<file path="config.mk">
export PLATFORM = sky130hd
export DESIGN_NAME = shared_eval_sched
export DESIGN_NICKNAME = d
export VERILOG_FILES = /design/src/rtl/shared_eval_pkg.sv /design/src/rtl/shared_eval_sched_fn_eval.sv /design/src/rtl/shared_eval_sched.sv
export SDC_FILE = /design/constraint.sdc
export NUM_CORES = 1
export LEC_CHECK = 0
export BUFFER_PORTS_ARGS = -buffer_cell sky130_fd_sc_hd__buf_4
export CAP_MARGIN = 20
export CORE_AREA = 2 2 64 66
export CTS_BUF_LIST = sky130_fd_sc_hd__clkbuf_4
export DETAILED_ROUTE_END_ITERATION = 7
export DIE_AREA = 0 0 66 68
export PLACE_DENSITY = 0.75
export SLEW_MARGIN = 25
export SYNTH_ARGS = -nofsm -noshare
export SYNTH_HDL_FRONTEND = slang
export SYNTH_SLANG_ARGS = --single-unit
</file>
<file path="constraint.sdc">
create_clock -name clk -period 3.9 [get_ports clk]
set_input_delay 0.39 -clock clk [delete_from_list [all_inputs] [get_ports clk]]
set_output_delay 0.39 -clock clk [all_outputs]
set_load 0.05 [all_outputs]
</file>
<file path="src/rtl/shared_eval_pkg.sv">
// Shared types, operand bit positions and the golden evaluation function
// for the time-multiplexed evaluation scheduler.
package shared_eval_pkg;

    typedef enum logic [1:0] {
        IDLE = 2'd0,
        EVAL = 2'd1,
        RESP = 2'd2
    } state_t;

    localparam int A0 = 0;
    localparam int A1 = 1;
    localparam int A2 = 2;
    localparam int A3 = 3;

    function automatic logic fn_eval_f(input logic [3:0] a);
        return a[A0] & ((a[A1] & a[A3]) | (a[A1] ^ a[A2]));
    endfunction

endpackage

</file>
<file path="src/rtl/shared_eval_sched_fn_eval.sv">
// Shared 4-input evaluation cone; fed only from the isolation register so
// it toggles only when a new operand set is accepted.
module fn_eval
    import shared_eval_pkg::*;
(
    input  logic [3:0] op_i,
    output logic       y_o
);

    assign y_o = op_i[A0] & ((op_i[A1] & op_i[A3]) | (op_i[A1] ^ op_i[A2]));

endmodule

</file>
<file path="src/rtl/shared_eval_sched.sv">
// Round-robin scheduler sharing one fn_eval cone among NREQ requesters,
// with operand isolation and a single buffered response channel.
module shared_eval_sched
    import shared_eval_pkg::*;
#(
    parameter int NREQ = 4,
    parameter int IDW  = $clog2(NREQ),
    parameter int CW   = 16
) (
    input  logic              clk,
    input  logic              rst_n,
    input  logic [NREQ-1:0]   req_valid,
    input  logic [4*NREQ-1:0] req_data,
    output logic [NREQ-1:0]   req_ready,
    output logic              resp_valid,
    output logic [IDW-1:0]    resp_id,
    output logic              resp_data,
    input  logic              resp_ready,
    output logic [CW-1:0]     eval_cnt
);

    state_t         state_q;
    logic [IDW-1:0] last_q;
    logic [3:0]     op_q;
    logic [IDW-1:0] id_q;
    logic           resp_valid_q;
    logic [IDW-1:0] resp_id_q;
    logic           resp_data_q;
    logic [CW-1:0]  cnt_q;

    logic [NREQ-1:0] rot_req;
    logic [IDW-1:0]  rot_src;
    logic [IDW-1:0]  rot_idx;
    logic            grant_any;
    logic [IDW-1:0]  grant_idx_d;
    logic [NREQ-1:0] grant_oh;
    logic            can_accept;
    logic            handshake;
    logic            y;

    // Rotate so that bit 0 is the requester just after the last winner.
    // NOTE: every variable written in always_comb gets a default first so no latch is inferred.
    always_comb begin
        rot_req = '0;
        rot_src = '0;
        for (int j = 0; j < NREQ; j++) begin
            rot_src    = IDW'((int'(last_q) + 1 + j) % NREQ);
            rot_req[j] = req_valid[rot_src];
        end
    end

    always_comb begin
        rot_idx   = '0;
        grant_any = 1'b0;
        for (int j = NREQ - 1; j >= 0; j--) begin
            if (rot_req[j]) begin
                rot_idx   = IDW'(j);
                grant_any = 1'b1;
            end
        end
    end

    assign grant_idx_d = IDW'((int'(rot_idx) + int'(last_q) + 1) % NREQ);

    always_comb begin
        grant_oh = '0;
        if (grant_any) grant_oh[grant_idx_d] = 1'b1;
    end

    assign can_accept = (state_q == IDLE) || (state_q == RESP && resp_ready);
    assign req_ready  = grant_oh & {NREQ{can_accept}};
    assign handshake  = |req_ready;

    fn_eval u_fn_eval (
        .op_i (op_q),
        .y_o  (y)
    );

    // NOTE: all state here uses non-blocking assignments so every register samples pre-edge values.
    always_ff @(posedge clk) begin
        if (!rst_n) begin
            state_q      <= IDLE;
            last_q       <= IDW'(NREQ - 1);
            op_q         <= '0;
            id_q         <= '0;
            resp_valid_q <= 1'b0;
            resp_id_q    <= '0;
            resp_data_q  <= 1'b0;
            cnt_q        <= '0;
        end else begin
            case (state_q)
                IDLE: begin
                    if (handshake) state_q <= EVAL;
                end
                EVAL: begin
                    resp_data_q  <= y;
                    resp_id_q    <= id_q;
                    resp_valid_q <= 1'b1;
                    if (cnt_q != '1) cnt_q <= cnt_q + 1'b1;
                    state_q      <= RESP;
                end
                RESP: begin
                    if (resp_ready) begin
                        resp_valid_q <= 1'b0;
                        state_q      <= handshake ? EVAL : IDLE;
                    end
                end
                default: state_q <= IDLE;
            endcase

            // Operand isolation: op_q changes only on an accepted request.
            if (handshake) begin
                op_q   <= req_data[{grant_idx_d, 2'b00} +: 4];
                id_q   <= grant_idx_d;
                last_q <= grant_idx_d;
            end
        end
    end

    assign resp_valid = resp_valid_q;
    assign resp_id    = resp_id_q;
    assign resp_data  = resp_data_q;
    assign eval_cnt   = cnt_q;

endmodule

</file>
==> flow_summary.ini <==
[synthesis]
ys_seq_area_share_pct = 36.7
synthCells = 179
ys_seq_elements = 30
synth_mux_area_share_pct = 7.04
yosys.area_share.adder_pct = 2.30
ys_types = 49
synth_compound_area_share_pct = 17.7
ys_warn_count = 0
syn-num-nets = 205
syn_area_um2 = 1640
synth_top_family_by_area = simple AND/OR/NAND/NOR gates
synth_xor_area_share_pct = 6.35
yosys.area_share.simple_pct = 25.9
syn_avg_cell_area_um2 = 9.14

[global_route]
grtUsageMet2_pct = 29.5
grt_max_degree = 31
grt_antenna_before_repair = 0
use_met3_pct = 3.95
grtUsageTotal_pct = 16.4
grt_overflow = 0
busiest_layer = met2
gr-usage-met1_pct = 18.8
grt_pass1_vias = 1272
grt_pass1_wl_mm = 5.62

[route]
vias_per_cell = 5.24
postRouteAntennaNets = 0
drtIter0Drc = 95
drc = 0
wire_per_inst_um = 12.0
routed_wirelength_mm = 3.30
drt-pass1-iter-count = 6
vias = 1442

[cells_and_area]
multiInputGateArea_um2 = 970
area_growth_pct = 25.6
diodes = 0
stdcell_count = 275
regArea_um2 = 601
mostFrequentLayoutCells = buf_4, dfxtp_1, nand2_1, nor2_1, nand3_1
n_fill_cell = 370
nets = 250
final_common_cell = buf_4
drive_above_1_share_pct = 28.9

[timing]
finalMaxSlewViolations = 0
fin_crit_sh_pct = 79.2
slew_headroom_pct = 59.1
final_hold_viol_count = 0
hold_ws_ns = 0.382
period_needed_ns = 3.09
worst_slack_ns = 0.810
setup_tns_ns = 0
skew_ns = 0.00772
setup_viol = 0
fmax_mhz = 324
worstMarginPinSlew_ns = 0.613
rsz0062_at_grt = no

[worst_setup_path]
crit_fanout = 9
crit_type = reg2out
worstSetupStartpointType = flop
rr_worst_depth = 10
cp_data_required_time_ns = 3.51
cp-end-kind = output pin
cp.arrival_ns = 2.70

[clocking]
cts_tree = yes
htree_levels = 2
clkLatencyLatePin_ns = 0.32
post_cts_buffers = 0
clockBufferDepth = 2
postCtsHoldBufs = 0
cts_resized = 0
cts.sinks = 30
cts_root_buf = clkbuf_4
cts.reportedPaths.clkPinSlew_ns = 0.09
cts_made_buffers = 5

[floorplanning]
start_util_pct = 42.4
rows = 23
dieArea_um2 = 4490
ios = 47
die_x_um = 66
core_area_um2 = 3860
chipHeight_um = 68

[flow_run]
max_cap_violations = 0

[run_status]
outcome = completed

[power_and_ir_drop]
p_per_area_nw_per_um2 = 604
cellLeakagePower_nw = 0.872
finalPower_mw = 1.24
max-vdd-ir-drop_mv = 0.588

[place]
place_ws_ns = 1.11
place.gp.congestion = 0.784
io_buffers = 46
dp_hpwl_mm = 2.51
post-place-cells = 267

[worst_hold_path]
holdPathStages = 2
min_path_type = in2reg
## logic make-up after synthesis
| family | count (synthesis) |
|---|---|
| flops | 30 |
| xor+xnor | 11 |
| simple gates | 79 |
| compound gates | 37 |
| buf+inv | 14 |
| fa+ha+maj | 3 |
| mux | 5 |
## report_power, final
part           switching [mW]  internal [mW]
clock network           0.102         0.0745
registers              0.0498          0.356
logic                   0.383          0.276
## critical path, stage by stage, from the launching register on
cell,delay [ns]
dfxtp_1,0.48
nor2_1,0.08
a221oi_1,0.28
a21oi_1,0.06
a211oi_1,0.31
ha_1,0.23
xor2_1,0.25
xnor2_2,0.22
and2b_2,0.26
buf_4,0.18
## registers in the layout (all words and copies together), names as in the netlist
register    flops
eval_cnt       16
op_q            4
id_q            2
last_q          2
resp_id         2
state_q         2
resp_data       1
resp_valid      1
## final cells by class
type,count,area share [%]
clock buffer,6,2.19
inverter,6,1.10
tap,50,3.05
multi-input combinational,135,47.2
clock inverter,2,0.426
timing repair buffer,46,16.8
sequential,30,29.2
## worst paths after layout
kind,slack [ns],endpoint,startpoint
worst max-delay path,0.81,req_ready[3],last_q[0]$_SDFFE_PN1P_
worst min-delay path,0.38,last_q[0]$_SDFFE_PN1P_,rst_n
worst max register to register,1.32,op_q[0]$_SDFFE_PN0P_,last_q[0]$_SDFFE_PN1P_
worst min register to register,0.47,op_q[3]$_SDFFE_PN0P_,op_q[3]$_SDFFE_PN0P_
## routing by layer
metal	routed length [um]	share of wire, %
met5	0	0
met1	1430	43
met4	48	1.5
met2	1620	49
met3	199	6.0
## per-stage QoR
stage                     instance area, um^2  utilization, %
after CTS                                2050            53.3
after floorplan                          1640               -
after global placement                   2000            51.9
after global routing                     2050            53.3
after detailed placement                 2000            51.9
final                                    2050            53.3
## cells in the mapped netlist, drive strengths merged
master | number | area, um^2
dfxtp | 30 | 601
nand2 | 16 | 60.1
nor2 | 12 | 45.0
a21boi | 10 | 75.1
and2 | 9 | 57.6
nand3 | 9 | 45.0
o21ai | 7 | 38.8
xnor2 | 7 | 68.8
clkbuf | 6 | 26.3
inv | 6 | 22.5
or3 | 6 | 42.5
nand4 | 5 | 31.3
mux4 | 4 | 105
nand2b | 4 | 27.5
nor2b | 4 | 25.0
nor3 | 4 | 20.0
o2bb2ai | 4 | 35.0
xor2 | 4 | 35.0
ha | 3 | 37.5
o211a | 3 | 30.0
or2 | 3 | 18.8
a221oi | 2 | 23.8
buf | 2 | 16.3
nand3b | 2 | 15.0
nor4 | 2 | 12.5
o2111ai | 2 | 17.5
o21a | 2 | 16.3
o32ai | 2 | 17.5
a211oi | 1 | 7.51
a21oi | 1 | 5.00
a31oi | 1 | 6.26
a32oi | 1 | 8.76
and2b | 1 | 8.76
and3 | 1 | 7.51
mux2i | 1 | 10.0
nor3b | 1 | 7.51
o21bai | 1 | 7.51
Note: power is estimated with default switching activity, not from simulation.
